<file path="src/rtl/ng_clk_ctl.sv">
// Run/step sequencer for the AGC two-phase clock generator: drives MCLK/FCLK/CLK_SEL/CLK_SLOW
// from panel controls, with a slow-clock prescaler and a debounced step button.
module ng_clk_ctl #(
  parameter int SLOW_DIV = 1000000,
  parameter int DEB_CYC  = 20000,
  parameter int PULSE_W  = 4,
  parameter int CNT_W    = 16
) (
  input  logic             CLK_2MHZ,
  input  logic             PURST,
  input  logic             RUN_REQ,
  input  logic             HALT_REQ,
  input  logic             BRK,
  input  logic             STEP_BTN,
  input  logic             BURST_GO,
  input  logic [CNT_W-1:0] BURST_N,
  input  logic             SLOW_MODE,
  output logic             MCLK,
  output logic             FCLK,
  output logic             CLK_SEL,
  output logic             CLK_SLOW,
  output logic             RUNNING,
  output logic             BUSY,
  output logic             DONE,
  output logic [1:0]       HALT_CAUSE,
  output logic [CNT_W-1:0] STEPS_LEFT
);

  localparam int PRE_W = (SLOW_DIV > 1) ? $clog2(SLOW_DIV) : 1;
  localparam int DEB_W = (DEB_CYC > 1) ? $clog2(DEB_CYC) : 1;
  localparam int PW_W  = (PULSE_W > 1) ? $clog2(PULSE_W) : 1;

  localparam logic [2:0] IDLE     = 3'd0;
  localparam logic [2:0] STEP     = 3'd1;
  localparam logic [2:0] BURST_HI = 3'd2;
  localparam logic [2:0] BURST_LO = 3'd3;
  localparam logic [2:0] RUN      = 3'd4;

  logic [PRE_W-1:0] pre_cnt;
  logic             btn_s1, btn_s2, btn_s3, deb_lvl, step_ev;
  logic [DEB_W-1:0] deb_cnt;
  logic [2:0]       state;
  logic [PW_W-1:0]  pcnt;
  logic             abort;
  logic             pulse_end;
  logic             stop_req;

  assign pulse_end = (pcnt == PW_W'(PULSE_W - 1));
  assign stop_req  = HALT_REQ | BRK;

  always_ff @(posedge CLK_2MHZ) begin
    if (PURST) begin
      pre_cnt  <= '0;
      CLK_SLOW <= 1'b0;
    end else if (pre_cnt == PRE_W'(SLOW_DIV - 1)) begin
      pre_cnt  <= '0;
      CLK_SLOW <= ~CLK_SLOW;
    end else begin
      pre_cnt  <= pre_cnt + PRE_W'(1);
    end
  end

  // Stable-count restarts whenever the synchronized level changes; it saturates once
  // the level has been accepted, so a held button yields a single step event.
  always_ff @(posedge CLK_2MHZ) begin
    if (PURST) begin
      btn_s1  <= 1'b0;
      btn_s2  <= 1'b0;
      btn_s3  <= 1'b0;
      deb_lvl <= 1'b0;
      deb_cnt <= '0;
      step_ev <= 1'b0;
    end else begin
      btn_s1  <= STEP_BTN;
      btn_s2  <= btn_s1;
      btn_s3  <= btn_s2;
      step_ev <= 1'b0;
      if (btn_s2 != btn_s3) begin
        deb_cnt <= '0;
      end else if (deb_cnt != DEB_W'(DEB_CYC - 1)) begin
        deb_cnt <= deb_cnt + DEB_W'(1);
      end else if (deb_lvl != btn_s2) begin
        deb_lvl <= btn_s2;
        step_ev <= btn_s2;
      end
    end
  end

  always_ff @(posedge CLK_2MHZ) begin
    if (PURST) begin
      state      <= IDLE;
      MCLK       <= 1'b0;
      FCLK       <= 1'b0;
      CLK_SEL    <= 1'b0;
      RUNNING    <= 1'b0;
      BUSY       <= 1'b0;
      DONE       <= 1'b0;
      HALT_CAUSE <= 2'd0;
      STEPS_LEFT <= '0;
      pcnt       <= '0;
      abort      <= 1'b0;
    end else begin
      DONE <= 1'b0;
      case (state)
        IDLE: begin
          CLK_SEL <= SLOW_MODE;
          // HALT_REQ outranks every start request, including RUN_REQ.
          if (!HALT_REQ) begin
            if (RUN_REQ) begin
              state      <= RUN;
              FCLK       <= 1'b1;
              RUNNING    <= 1'b1;
              BUSY       <= 1'b1;
              HALT_CAUSE <= 2'd0;
            end else if (BURST_GO) begin
              if (BURST_N != '0) begin
                state      <= BURST_HI;
                MCLK       <= 1'b1;
                BUSY       <= 1'b1;
                STEPS_LEFT <= BURST_N;
                pcnt       <= '0;
                abort      <= 1'b0;
              end
            end else if (step_ev) begin
              state <= STEP;
              MCLK  <= 1'b1;
              BUSY  <= 1'b1;
              pcnt  <= '0;
            end
          end
        end
        STEP: begin
          if (pulse_end) begin
            state <= IDLE;
            MCLK  <= 1'b0;
            BUSY  <= 1'b0;
            DONE  <= 1'b1;
          end else begin
            pcnt <= pcnt + PW_W'(1);
          end
        end
        BURST_HI: begin
          if (stop_req) abort <= 1'b1;
          if (pulse_end) begin
            state      <= BURST_LO;
            MCLK       <= 1'b0;
            STEPS_LEFT <= STEPS_LEFT - CNT_W'(1);
            pcnt       <= '0;
          end else begin
            pcnt <= pcnt + PW_W'(1);
          end
        end
        BURST_LO: begin
          if (pulse_end) begin
            pcnt <= '0;
            if (abort || stop_req) begin
              state      <= IDLE;
              BUSY       <= 1'b0;
              HALT_CAUSE <= 2'd3;
              abort      <= 1'b0;
            end else if (STEPS_LEFT == '0) begin
              state <= IDLE;
              BUSY  <= 1'b0;
              DONE  <= 1'b1;
            end else begin
              state <= BURST_HI;
              MCLK  <= 1'b1;
            end
          end else begin
            if (stop_req) abort <= 1'b1;
            pcnt <= pcnt + PW_W'(1);
          end
        end
        RUN: begin
          if (stop_req) begin
            state      <= IDLE;
            FCLK       <= 1'b0;
            RUNNING    <= 1'b0;
            BUSY       <= 1'b0;
            HALT_CAUSE <= BRK ? 2'd2 : 2'd1;
          end
        end
        default: begin
          state   <= IDLE;
          MCLK    <= 1'b0;
          FCLK    <= 1'b0;
          RUNNING <= 1'b0;
          BUSY    <= 1'b0;
        end
      endcase
    end
  end

endmodule

</file>
<file path="config.mk">
export PLATFORM = sky130hd
export DESIGN_NAME = ng_clk_ctl
export DESIGN_NICKNAME = d
export VERILOG_FILES = /design/src/rtl/ng_clk_ctl.sv
export SDC_FILE = /design/constraint.sdc
export NUM_CORES = 1
export LEC_CHECK = 0
export BUFFER_PORTS_ARGS = -buffer_cell sky130_fd_sc_hd__buf_2
export CAP_MARGIN = 15
export CORE_MARGIN = 2
export CORE_UTILIZATION = 55
export CTS_CLUSTER_DIAMETER = 80
export CTS_CLUSTER_SIZE = 14
export DETAILED_ROUTE_END_ITERATION = 16
export GPL_TIMING_DRIVEN = 1
export PLACE_DENSITY = 0.77
export SETUP_SLACK_MARGIN = 0.4
export SLEW_MARGIN = 20
export SYNTH_ARGS = -nofsm -noshare
export SYNTH_HDL_FRONTEND = slang
export SYNTH_SLANG_ARGS = --single-unit
</file>
<file path="constraint.sdc">
create_clock -name CLK_2MHZ -period 5.6 [get_ports CLK_2MHZ]
set_input_delay 1.12 -clock CLK_2MHZ [delete_from_list [all_inputs] [get_ports CLK_2MHZ]]
set_output_delay 1.12 -clock CLK_2MHZ [all_outputs]
set_load 0.01 [all_outputs]
</file>
### Word level (Yosys, flattened, before mapping)

Cells that the tools add are included.

| operators by class | value |
|---|---|
| shifts and indexed selects | 0 |
| $add $sub $neg | 4 |
| div/mod/pow operators | 0 |
| muxes and demuxes | 66 |
| bitwise logic cells | 8 |
| order comparisons | 0 |
| eq/ne operators | 29 |
| multiply operators | 0 |
| reduce and logical (&&, ||, !) cells | 23 |

Operators by type and width:

| kind | count |
|---|---|
| two-way mux 16 bit | 5 |
| case mux 16 bit (2 select lines) | 1 |
| two-way mux 2 bit | 15 |
| two-way mux 1 bit | 28 |
| two-way mux 3 bit | 9 |
| != test 2 bit (second input constant) | 13 |
| AND reduction 6 bit | 4 |
| adder 20 x 1 -> 20 bit (second input constant) | 1 |
| equality test 20 bit (second input constant) | 1 |
| zero test 16 bit | 1 |
| nonzero test 16 bit | 1 |
| subtractor 16 x 1 -> 16 bit (second input constant) | 1 |
| adder 15 x 1 -> 15 bit (second input constant) | 1 |
| != test 15 bit (second input constant) | 1 |
| case mux 3 bit (5 select lines) | 1 |
| != test 3 bit (second input constant) | 4 |
| case mux 2 bit (3 select lines) | 2 |
| AND reduction 9 bit | 1 |
| nonzero test 3 bit | 3 |
| != test 4 bit (second input constant) | 2 |
| AND reduction 8 bit | 1 |
| OR reduction 2 bit | 4 |
| NOT 1 bit | 7 |
| AND reduction 7 bit | 1 |
| other kinds (19) | 22 |

| storage, ports and cells | value |
|---|---|
| logic and storage cells | 148 |
| ROM bits | 0 |
| RAM bits | 0 |
| register bits | 70 |
| memories kept | 0 |
| bits in latches | 0 |
| input port bits | 24 |

### Depth between registers and ports, before layout

| logic depth | value |
|---|---|
| depth in word-level cells | 6 |
| depth in mapped cells | 8 |
| mapped depth without buffers | 7 |

### Worst setup path before layout

OpenSTA, ideal clock, no wires.

| timing | value |
|---|---|
| path kind | register to register |
| start point | reg STEPS_LEFT[0] |
| end point | reg DONE |
| stages on the path, launching flop included | 8 |
| path slack | 3.147 ns |
| arrival time | 2.353 ns |
| period minus slack after synthesis | 2.453 ns |
| library setup time | 0.100 ns |
| required time | 5.500 ns |
| cell sequence | dfxtp_1 -> inv_1 -> ha_1 -> or3b_1 -> buf_2 -> or4_4 -> or4_4 -> a2111oi_4 |

| between the ends | value |
|---|---|
| longest elaborated chain between the ends | 5 |

Ends and longest elaborated chain:

| what | RTL line | text |
|---|---|---|
| start, declared | 26 | `output logic [CNT_W-1:0] STEPS_LEFT` |
| start signal, assigned | 147 | `STEPS_LEFT <= STEPS_LEFT - CNT_W'(1);` |
| zero test 16 bit | 161 | `end else if (STEPS_LEFT == '0) begin` |
| two-way mux 1 bit | 161 |  |
| two-way mux 1 bit | 156 | `if (abort \|\| stop_req) begin` |
| two-way mux 1 bit | 154 | `if (pulse_end) begin` |
| case mux 1 bit (2 select lines) | 104 | `case (state)` |
| end signal, assigned | 97 | `DONE <= 1'b0;` |
| end signal, assigned | 103 | `DONE <= 1'b0;` |
| end signal, assigned | 164 | `DONE <= 1'b1;` |
| end, declared | 24 | `output logic DONE,` |

No other way between the ends.
A chain may end at the register's enable or synchronous reset.

### Worst setup path after layout

Ends and elaborated chain as after synthesis.

==> results.yml <==
run_status:
  status: "complete, no violations"
logic_synthesis:
  yosys.area_share.adder_pct: 1.38
  ys_seq_area_share_pct: 38.6
  synth_area_leaders: "dfxtp_1 (39%), nor2_1 (6.9%), xor2_1 (5.1%), a21oi_1 (4.3%), nand2_1 (3.2%)"
  synth_top_family_by_area: "simple AND/OR/NAND/NOR gates"
  synth_xor_area_share_pct: 7.48
  synthCells: 448
  synth.top_cells.by_count: "dfxtp_1 (70), nor2_1 (67), a21oi_1 (31), nand2_1 (31), o21ai_0 (22)"
  synth_mux_area_share_pct: 1.10
  netlist_area_sq_um: 3630
  synth-main-ff-cell: "dfxtp_1"
  yosysWarnings: 0
  syn-num-nets: 476
  synth-simple-area-share_pct: 28.7
  ys_seq_elements: 70
  synth_largest_area_cell: "dfxtp_1"
  synth_top_cell_area_share_pct: 38.6
  synth_compound_area_share_pct: 17.9
  synthArstFlopShare_pct: 0
  avgSynthCellArea_sq_um: 8.11
  synth_most_common_cell: "dfxtp_1"
  synth_enable_flop_cells: 0
  synth.distinct_cells: 61
clocking:
  cts_hold_buffers: 0
  clock_latency_ps: 350
  cts.sink_count: 70
  cts_buffers: 9
  clk_pin_slew_ps: 80
  cts.htree.levels: 3
  clock_tree.buffer_depth: 2
  postCtsSetupRepairBufs: 0
  root_buffer: "clkbuf_8"
  cts.repair.resized: 0
  cts_tree: "yes"
place:
  gp_congestion: 0.846
  io_buffers: 48
  place_inst: 548
  dp_hpwl_mm: 5.60
setup_path:
  rr_worst_depth: 6
  cpMostUsedCell: "or4_4"
  cp.required_ps: 5850
  endpoint_kind: "flip-flop"
  setup.worst_path.start_class: "flip-flop"
  worstPathArrival_ps: 2850
  crit_family: "simple AND/OR/NAND/NOR gates"
  worstPathMaxFanout: 7
  reg2reg_slack_ps: 3000
  slowest_delay_ps: 600
  path_class: "reg -> reg"
  r2r_start: "STEPS_LEFT[0]"
  critPathBufInv: 1
  regToRegEndpoint: "DONE"
  path_cells: "inv_1, ha_1, or3b_1, or4_4, or4_4, a2111oi_4"
  cp_slowest_cell: "or4_4"
finish:
  layout-drive-gt1-share_pct: 16.4
  fin_cells: 564
  syn_to_final_growth_pct: 11.4
  layout.nets: 510
  num_antenna_cells: 0
route:
  num_vias: 3372
  drc_errors: 0
  viasPerCell: 5.98
  drt_wl_total_mm: 8.17
  routedWlPerCell_microns: 14.5
  drtPass1Iterations: 5
  antenna_left: 0
  dr.first_iter.drc_count: 248
floorplan:
  fp.coreArea_sq_um: 6390
  initial_utilization_pct: 56.9
  die_w_microns: 85.3
  ios: 49
  die-area_sq_um: 7270
  placementRows: 29
  dieHeight_microns: 85.3
timing:
  setup_viol: 0
  min_period_ps: 2600
  timing.final.hold_violations: 0
  max_clock_freq_mhz: 385
  post-route-period-util_pct: 46.4
  drv_slew: 0
  maxSlewHeadroom_pct: 38.7
  clock_skew_ps: 11.2
  rsz0062_at_grt: "false"
  setup_tns_ps: 0
  tightestPinTransition_ps: 911
power:
  static-leakage-power_uw: 0.00158
  ir_drop_v: 0.000185
  power_density_nw_per_um2: 291
hold_path:
  worstHoldEndpoint: "btn_s2"
  hold_path_class: "reg -> reg"
  hold_depth: 1
  min-delay-start: "btn_s1"
flow_run:
  cap_violations: 0
global_route:
  grt_max_degree: 40
  grt_usage_pct: 22.8
  overflow: 0
  antenna_found_initial: 0
  grt_first_pass_wirelength_mm: 13.7
  first_global_vias: 3044
==> where the power goes <==
| part | total [uW] | leakage [uW] | internal, uW | switching, uW |
|---|---|---|---|---|
| combinational | 219 | 0.000912 | 90.0 | 129 |
| clock | 408 | 0.0000955 | 218 | 190 |
| sequential | 551 | 0.000568 | 521 | 30.4 |
| total | 1180 | 0.00158 | 829 | 350 |
==> final cells by class <==
cell class | instances | area, sq um
Timing Repair Buffer | 50 | 255
Multi-Input combinational cell | 341 | 2060
Fill cell | 577 | 2340
Tap cell | 77 | 96.3
Clock inverter | 5 | 58.8
Inverter | 10 | 37.5
Clock buffer | 11 | 141
Sequential cell | 70 | 1400
==> how the worst max path moves through the flow <==
stage                        startpoint             to  slack (ps)  depth (start not counted)
after global routing        BURST_N[11]  STEPS_LEFT[5]        2890                          7
after global placement            PURST        step_ev        2780                          4
final                     STEPS_LEFT[0]           DONE        3000                          6
after floorplan           STEPS_LEFT[0]           DONE        3150                          7
after detailed placement    BURST_N[11]  STEPS_LEFT[1]        2730                          7
after CTS                 STEPS_LEFT[0]           DONE        3030                          6
==> sequential cells by signal, indices dropped and copies added (netlist names), 2 cells and up <==
name        cells
state           3
deb_cnt        15
HALT_CAUSE      2
pcnt            2
pre_cnt        20
STEPS_LEFT     16
==> cell families (layout without fill, tap and decap cells) <==
logic type / count (synthesis) / in the layout
XOR/XNOR: 31 / 31
flip-flops: 70 / 70
AO/OA/AOI/OAI: 98 / 98
adder cells (fa/ha/maj): 4 / 4
buffers and inverters: 37 / 76
multiplexers: 4 / 4
AND/OR/NAND/NOR: 204 / 204
==> worst register-to-register path, stage by stage, from the launching register on <==
cell and delay [ps]:
dfxtp_1 340, inv_1 100, ha_1 180, or3b_1 490, or4_4 610, or4_4 450, a2111oi_4 340
==> per-layer routing <==
metal  track usage [%]  vias to the layer above  share of wire [%]
li1                  -                     1684                  -
met1              28.3                     1557                 44
met2              38.1                      119                 48
met3              6.42                       12                7.1
met4              7.79                        0                1.3
met5                 0                        -                  0
==> cells in the final DEF (no fill, tap or decap), types with 12 or more instances in the layout <==
cell type	synthesis	final
dfxtp_1	70	70
nor2_1	67	67
buf_2	2	48
nand2_1	31	31
a21oi_1	31	31
o21ai_0	22	22
xor2_1	21	21
nand3_1	21	21
nor3_1	16	16
nor4_1	12	12
==> stage by stage <==
stage                     hold WS [ps]  setup WS (ps)  power, uW  utilization, %  area (sq um)
after floorplan                    410           3150        723               -          3630
after global placement             423           2780        772            60.2          3850
after detailed placement           436           2730        777            60.2          3850
after CTS                          441           3030       1190            63.4          4050
after global routing               442           2890       1240            63.4          4050
final                              431           3000       1180            63.4          4050
No activity file was read; power rests on OpenSTA's default activity.
